<file path="config.mk">
export PLATFORM = sky130hd
export DESIGN_NAME = booth_cu
export DESIGN_NICKNAME = d
export VERILOG_FILES = /design/src/rtl/booth_pkg.sv /design/src/rtl/booth_cu.sv
export SDC_FILE = /design/constraint.sdc
export NUM_CORES = 1
export LEC_CHECK = 0
export ABC_AREA = 1
export CAP_MARGIN = 20
export CELL_PAD_IN_SITES_DETAIL_PLACEMENT = 1
export CELL_PAD_IN_SITES_GLOBAL_PLACEMENT = 1
export CORE_MARGIN = 10
export CORE_UTILIZATION = 35
export DETAILED_ROUTE_END_ITERATION = 16
export GPL_TIMING_DRIVEN = 0
export HOLD_SLACK_MARGIN = 0.15
export PLACE_DENSITY = 0.87
export SKIP_LAST_GASP = 1
export SLEW_MARGIN = 20
export SYNTH_ARGS = -nofsm -noshare
export SYNTH_HDL_FRONTEND = slang
export SYNTH_SLANG_ARGS = --single-unit
</file>
<file path="constraint.sdc">
create_clock -name clk -period 2.25 [get_ports clk]
set_input_delay 0.45 -clock clk [delete_from_list [all_inputs] [get_ports clk]]
set_output_delay 0.45 -clock clk [all_outputs]
set_load 0.02 [all_outputs]
</file>
<file path="src/rtl/booth_pkg.sv">
// Shared types and constants for the skip-run Booth multiplier.
// Holds the control-unit state encoding and A-register select codes.
package booth_pkg;

    localparam int N_BITS_DEF = 8;

    typedef enum logic [1:0] {
        IDLE,
        LOAD,
        OP,
        DONE
    } state_t;

    localparam logic [2:0] SEL_IDLE = 3'b000;
    localparam logic [2:0] SEL_INIT = 3'b100;
    localparam logic [2:0] SEL_ADD  = 3'b001;
    localparam logic [2:0] SEL_SUB  = 3'b010;

endpackage

</file>
<file path="src/rtl/booth_cu.sv">
// Control unit for the skip-run Booth multiplier datapath.
// Sequences load, add/sub and variable shifts; keeps run statistics.
import booth_pkg::*;

module booth_cu #(
    parameter int N_BITS  = N_BITS_DEF,
    parameter int MAX_OPS = N_BITS + 1,
    parameter int CNT_W   = 4
) (
    input  logic             clk,
    input  logic             reset,
    input  logic             start,
    output logic             ready,
    output logic             busy,
    output logic             done,
    output logic             error,
    output logic [CNT_W-1:0] op_count,
    output logic [CNT_W-1:0] cyc_count,
    output logic             loadA,
    output logic             shiftA,
    output logic [2:0]       selectA,
    output logic             loadM,
    output logic             loadleft,
    output logic             selectleft,
    output logic             resetleft,
    output logic             decleft,
    input  logic             xorfirsttwo,
    input  logic             secondbit,
    input  logic             amountlowerthanleft,
    input  logic             F
);

    state_t           state;
    state_t           state_nx;
    logic [CNT_W-1:0] ops_r;
    logic [CNT_W-1:0] cyc_r;
    logic             inc_op;
    logic             abort;

    assign ready = (state == IDLE);
    assign busy  = (state == LOAD) || (state == OP);
    assign done  = (state == DONE);

    always_ff @(posedge clk) begin
        if (reset) begin
            state     <= IDLE;
            error     <= 1'b0;
            ops_r     <= '0;
            cyc_r     <= '0;
            op_count  <= '0;
            cyc_count <= '0;
        end else begin
            state <= state_nx;
            if (state == IDLE && start) begin
                error <= 1'b0;
                ops_r <= '0;
                cyc_r <= '0;
            end
            if (state == OP) begin
                if (cyc_r != '1)
                    cyc_r <= cyc_r + 1'b1;
                if (inc_op)
                    ops_r <= ops_r + 1'b1;
                if (abort)
                    error <= 1'b1;
            end
            if (state == DONE) begin
                op_count  <= ops_r;
                cyc_count <= cyc_r;
            end
        end
    end

    always_comb begin
        state_nx   = state;
        loadA      = 1'b0;
        shiftA     = 1'b0;
        selectA    = SEL_IDLE;
        loadM      = 1'b0;
        loadleft   = 1'b0;
        selectleft = 1'b0;
        resetleft  = 1'b1;
        decleft    = 1'b0;
        inc_op     = 1'b0;
        abort      = 1'b0;
        unique case (state)
            IDLE: begin
                if (start)
                    state_nx = LOAD;
            end
            LOAD: begin
                loadA    = 1'b1;
                selectA  = SEL_INIT;
                loadM    = 1'b1;
                loadleft = 1'b1;
                state_nx = OP;
            end
            OP: begin
                // Exactly one datapath action per cycle, first match wins.
                if (F) begin
                    state_nx = DONE;
                end else if (cyc_r == CNT_W'(MAX_OPS)) begin
                    abort    = 1'b1;
                    state_nx = DONE;
                end else if (xorfirsttwo) begin
                    loadA   = 1'b1;
                    selectA = secondbit ? SEL_SUB : SEL_ADD;
                    decleft = 1'b1;
                    inc_op  = 1'b1;
                end else if (amountlowerthanleft) begin
                    shiftA     = 1'b1;
                    loadleft   = 1'b1;
                    selectleft = 1'b1;
                end else begin
                    shiftA    = 1'b1;
                    resetleft = 1'b0;
                    state_nx  = DONE;
                end
            end
            DONE: begin
                state_nx = IDLE;
            end
            default: state_nx = IDLE;
        endcase
    end

endmodule

</file>
==> flow_summary.toml, run 1 <==
[status]
status = "finished clean"

[detailed_routing]
wl_mm = 2.911
ant_nets = 0
num_vias = 980
post_drt_wl_per_cell_um = 15.32
first_pass_iters = 5
drtIter0Drc = 60
drc = 0
via_per_inst = 5.158

[clock_network]
clkTransAtPathRegs_ns = 0.11
h-tree-depth = 1
cts-root-buf = "clkbuf_4"
clock_latency_ns = 0.29
clock_path_buffers = 2
cts_hold_buf = 0
post_cts_buffers = 0
cts_buffers = 3
tritoncts = "built"
clkSinkCount = 19

[synthesis]
synth_mux_area_share_pct = 0
synth_fa_ha_area_share_pct = 10.11
synth-edff-count = 0
synth_cell_types = 23
synth_top_family_by_area = "compound AO/OA/AOI/OAI gates"
syn_area_per_cell_sq_um = 7.793
synthesis.area_sq_um = 989.7
synth_ff_type = "dfxtp_1"
netlist_instances = 127
synth_simple_gate_area_share_pct = 18.96
ys_warn_count = 0
seq_area_frac_synth_pct = 38.43
synth_compound_area_share_pct = 20.48
synth_seq_cells = 19
synth_xor_area_share_pct = 1.770
async_reset_ff_share_pct = 0
synth_fp_nets = 142

[place]
placed_cell_area_sq_um = 1309
dpl.hpwl_mm = 2.395
io_buffers = 28
place_congestion = 0.7570

[floorplan]
row_count = 19
die_w_um = 73.18
fp.dieH_um = 73.18
coreArea_sq_um = 2734
ios = 29
start_util_pct = 36.20
dieArea_sq_um = 5355

[cells_and_area]
nets = 175
fin_area_sq_um = 1343
multi_input_area_sq_um = 528.0
diodes = 0
fill_cells = 332
area.sequential_sq_um = 385.4
syn_to_final_growth_pct = 35.65
drive_above_1_share_pct = 15.09

[global_routing]
antenna_found_initial = 0
groute.usage.overall_pct = 11.64
grt_pass1_vias = 1105
grt_pass1_wl_mm = 5.085
overflow = 0
grt_max_degree = 11

[sta]
max_freq_ghz = 0.4649
drv_slew = 0
rsz0062_at_grt = "true"
skew_ns = 0.003904
max_slew_margin_pct = 73.67
timing.hold.ws_ns = 0.4938
final.setup.tns_ns = 0
worst_pin_slew_ns = 0.3939
finalSetupViolCount = 0
post-route-period-util_pct = 95.60
finalHoldViolCount = 0
period_minus_slack_ns = 2.151

[pwr]
leakage_uw = 0.0005896
p_switching_uw = 607.2
pwr-share-comb_pct = 52.9
ir_drop_v = 0.0006473
power_density_nw_per_um2 = 1018
power.share.clock_pct = 12.8
p_seq_share_pct = 34.3
intPower_uw = 759.8
switching_share_pct = 44.42

[hold_path]
min_path_type = "reg2reg"
hp-start = "error$_SDFF_PP0_"

[worst_setup_path]
critPathMaxFanout = 6
cp-startpoint = "F"
r2r_cells = 5
rrSetupSlack_ns = 0.68
critical_path_arrival_ns = 1.70
r2r_start = "state[1]$_SDFFE_PP0P_"
rr_endpoint = "cyc_r[2]$_SDFF_PP0_"
cpPeakStageDelay_ns = 0.52
end_kind = "primary output"
worstSetupStartpointType = "input port"
cp.required_ns = 1.80
crit_end = "selectA[0]"
critPathKind = "in2out"
crit_slowest_cell = "clkdlybuf4s50_1"
path_cells = "clkdlybuf4s50_1, nor2_8, nand3_4, clkinv_4, nand2_1, nor2_1, buf_2"

[flow_run]
drv_cap = 0
==> worst min-delay path by stage <==
| stage | cells past startpoint | endpoint | slack (ns) |
|---|---|---|---|
| after floorplan | 2 | op_count[3]$_SDFFE_PP0P_ | 0.45 |
| after global placement | 2 | error$_SDFF_PP0_ | 0.46 |
| after detailed placement | 2 | error$_SDFF_PP0_ | 0.49 |
| after CTS | 2 | error$_SDFF_PP0_ | 0.50 |
| after global routing | 2 | error$_SDFF_PP0_ | 0.52 |
| final | 2 | error$_SDFF_PP0_ | 0.49 |
==> cells in the mapped netlist (2+ instances only) <==
library cell,n,share of area (%)
a21oi_1,20,10
dfxtp_1,19,38
inv_1,19,7.2
nand2_1,18,6.8
o21ai_0,13,6.6
ha_1,8,10
nand3_1,7,3.5
nor2_1,5,1.9
inv_2,3,1.1
a211oi_1,2,1.5
==> power groups by stage <==
| stage | Clock (uW) | Sequential [uW] | Combinational, uW |
|---|---|---|---|
| final | 175 | 469 | 723 |
| after CTS | 176 | 457 | 728 |
| after global placement | 0 | 459 | 706 |
| after global routing | 200 | 481 | 795 |
| after floorplan | 0 | 484 | 414 |
| after detailed placement | 0 | 465 | 736 |
==> sequential cells by signal, summed over array words and instances, names as in the netlist <==
register / flops
cyc_count: 4
cyc_r: 4
error: 1
op_count: 4
ops_r: 4
state: 2
==> final cells by class <==
cell class	instances	area share [%]
tap	31	2.889
buffer	2	0.7456
sequential	19	28.70
timing repair buffer	28	19.57
multi-input combinational	83	39.33
inverter	23	6.803
clock buffer	4	1.957
==> critical path, delay by kind of cell <==
kind / cells / cell delay, ns
buffers and inverters: 3 / 0.79
and+or+nand+nor: 4 / 0.46
==> what timing repair did <==
| action | CTS | global route |
|---|---|---|
| resized for setup | 19 | 13 |
| endpoints found under the setup margin | 8 | 10 |
| endpoints found under the hold margin | 0 | 0 |
==> kinds of logic (layout without fill, tap and decap cells) <==
kind of cell    after synthesis  count (layout)
buf+inv                      25              57
flops                        19              19
simple gates                 35              35
fa+ha+maj                     8               8
compound gates               38              38
xor+xnor                      2               2
==> cell usage in the layout (no fill, tap or decap), types with 3 or more instances in the layout <==
cell type | netlist | routed
a21oi_1 | 20 | 20
buf_2 | 1 | 4
clkbuf_4 | 0 | 3
clkdlybuf4s50_1 | 0 | 19
dfxtp_1 | 19 | 15
dfxtp_2 | 0 | 4
ha_1 | 8 | 7
inv_1 | 19 | 18
inv_2 | 3 | 4
nand2_1 | 18 | 18
nand3_1 | 7 | 7
nor2_1 | 5 | 5
o21ai_0 | 13 | 13
==> metrics by stage <==
stage / instances / util [%] / setup slack, ns / total power, uW
floorplan: 127 / - / 0.2861 / 897.9
global placement: 186 / 47.87 / -0.3373 / 1164
detailed placement: 186 / 47.87 / -0.3820 / 1201
CTS: 190 / 48.47 / -0.1021 / 1361
global route: 190 / 49.11 / -0.04103 / 1476
finish: 190 / 49.11 / 0.09909 / 1367
==> layer usage <==
layer	global-route usage [%]	up-vias	wire length, um
met3	3.673	4	116
met5	0	-	0
li1	-	486	-
met1	11.64	472	1150
met2	22.35	18	1602
met4	2.743	0	41
Power figures use the tool's default switching activity.
==> run 2: changes to the inputs <==
--- a/config.mk
+++ b/config.mk
@@ -12,6 +12,7 @@
 export CORE_MARGIN = 10
 export CORE_UTILIZATION = 35
 export DETAILED_ROUTE_END_ITERATION = 16
+export GPL_ROUTABILITY_DRIVEN = 0
 export GPL_TIMING_DRIVEN = 0
 export HOLD_SLACK_MARGIN = 0.15
 export PLACE_DENSITY = 0.87
==> results of run 2 <==
Final layout, timing and power as in run 1 (identical DEF).
==> run 3: changes to the inputs <==
--- a/config.mk
+++ b/config.mk
@@ -10,12 +10,13 @@
 export CELL_PAD_IN_SITES_DETAIL_PLACEMENT = 1
 export CELL_PAD_IN_SITES_GLOBAL_PLACEMENT = 1
 export CORE_MARGIN = 10
-export CORE_UTILIZATION = 35
+export CORE_UTILIZATION = 40
 export DETAILED_ROUTE_END_ITERATION = 16
+export DONT_BUFFER_PORTS = 1
 export GPL_ROUTABILITY_DRIVEN = 0
 export GPL_TIMING_DRIVEN = 0
 export HOLD_SLACK_MARGIN = 0.15
-export PLACE_DENSITY = 0.87
+export PLACE_DENSITY = 0.76
 export SKIP_LAST_GASP = 1
 export SLEW_MARGIN = 20
 export SYNTH_ARGS = -nofsm -noshare
==> constraint.sdc (replaced) <==
create_clock -name clk -period 2.25 [get_ports clk]
set_input_delay 0.45 -clock clk [delete_from_list [all_inputs] [get_ports clk]]
set_output_delay 0.45 -clock clk [all_outputs]
set_load 0.1 [all_outputs]
==> run 3 against run 2 <==
Net effect:
- the flow now finishes with violations (setup timing)
- design area shrank 3.6%
- via count shrank 6.9%
- non-clock buffer count shrank 16
- sequential share of layout area grew 1.5 points
- core utilization grew 7.7 points
- highest routed layer unchanged
==> flow_summary.toml, run 3 (synthesis results as in run 1) <==
[status]
status = "complete, but fails checks"
violations = "setup timing"

[cells_and_area]
final_cell_mix = "a21oi_1, nand2_1, dfxtp_1"
nets = 159
syn_to_final_growth_pct = 30.72
layout_commonest_cell = "a21oi_1"
drive_above_1_share_pct = 31.47
diodes = 0

[floorplan]
start_util_pct = 43.49
die_w_um = 69.74
row_count = 17
ios = 29
dieArea_sq_um = 4864
coreArea_sq_um = 2276
fp.dieH_um = 69.74

[sta]
finalHoldViolCount = 0
layout_setup_ws_ns = -0.1148
final.setup.tns_ns = -0.4251
period_minus_slack_ns = 2.365
worst_pin_slew_ns = 0.9897
post-route-period-util_pct = 105.1
max_slew_margin_pct = 33.93
drv_slew = 0
max_freq_ghz = 0.4229
rsz0062_at_grt = "true"
finalSetupViolCount = 4
skew_ns = 0.01249

[worst_setup_path]
r2r_cells = 5
critPathKind = "reg2out"
worstSetupStartpointType = "register"
critical_path_arrival_ns = 1.91
r2r_start = "state[0]$_SDFFE_PP0P_"
rrSetupSlack_ns = 0.49
critPathMaxFanout = 4
end_kind = "primary output"
rr_endpoint = "cyc_count[3]$_SDFFE_PP0P_"
cp.required_ns = 1.80

[flow_run]
drv_cap = 0

[hold_path]
hold_depth = 1
hold_path_end = "error$_SDFF_PP0_"
min_path_type = "in2reg"
hp-start = "reset"

[detailed_routing]
drc = 0
wl_mm = 2.865
first_pass_iters = 4
num_vias = 912
post_drt_wl_per_cell_um = 16.75
ant_nets = 0
drtIter0Drc = 18
via_per_inst = 5.333

[clock_network]
cts_buffers = 3
clkTransAtPathRegs_ns = 0.11
clock_path_buffers = 2
cts_hold_buf = 0
h-tree-depth = 1
cts-root-buf = "clkbuf_4"
tritoncts = "built"
clkSinkCount = 19
clock_latency_ns = 0.30

[global_routing]
grt_pass1_wl_mm = 4.830
antenna_found_initial = 0
groute.usage.overall_pct = 11.59
grt_pass1_vias = 990
grt_max_degree = 11
overflow = 0

[place]
dpl.hpwl_mm = 2.060
io_buffers = 0
==> run 3: how the worst max path moves through the flow <==
stage | from | endpoint | slack [ns]
after global placement | cyc_r[1]$_SDFF_PP0_ | resetleft | -0.51
final | state[1]$_SDFFE_PP0P_ | loadA | -0.11
after global routing | state[0]$_SDFFE_PP0P_ | loadleft | -0.20
after floorplan | state[0]$_SDFFE_PP0P_ | resetleft | -0.42
after CTS | state[1]$_SDFFE_PP0P_ | loadA | -0.15
after detailed placement | state[1]$_SDFFE_PP0P_ | loadA | -0.45
==> run 3: critical path, cell delays in order, from the launching register on <==
cell and delay, ns:
dfxtp_4 0.39, inv_2 0.07, ha_4 0.50, inv_4 0.09, a21oi_4 0.57
==> run 3: metal layers <==
| layer | GRT usage [%] | share of wire, % | up-vias |
|---|---|---|---|
| met5 | 0 | 0 | - |
| met4 | 2.174 | 1.1 | 0 |
| met3 | 4.565 | 5.8 | 4 |
| met2 | 22.38 | 55 | 20 |
| met1 | 11.26 | 38 | 436 |
| li1 | - | - | 452 |
==> run 3: timing repair <==
action | 4_1_cts | 5_1_grt
buffers inserted | 8 | 3
resized for setup | 18 | 1
pin swaps | 6 | 5
setup endpoints to repair | 5 | 7
==> run 3: cell type report <==
cell class	count	area, sq um
Multi-Input combinational cell	83	618.1
Fill cell	279	982.2
Tap cell	28	35.03
Timing Repair Buffer	12	101.3
Clock buffer	4	26.28
Inverter	23	112.6
Sequential cell	19	390.4
Buffer	2	10.01
==> run 3: per-stage QoR <==
step	area [sq um]	util [%]	setup WS, ns	std cells	hold WS, ns
2_1_floorplan	1065	-	-0.4221	127	0.4542
3_3_place_gp	1100	48.32	-0.5148	155	0.4706
3_5_place_dp	1115	48.98	-0.4505	156	0.4767
4_1_cts	1267	55.69	-0.1511	168	0.1821
5_1_grt	1294	56.84	-0.1966	171	0.1837
6_report	1294	56.84	-0.1148	171	0.2015
Power of run 3 is left out: the tool's default activity adds up to more than one toggle a clock period on the data nets, which glitch-free logic cannot reach.
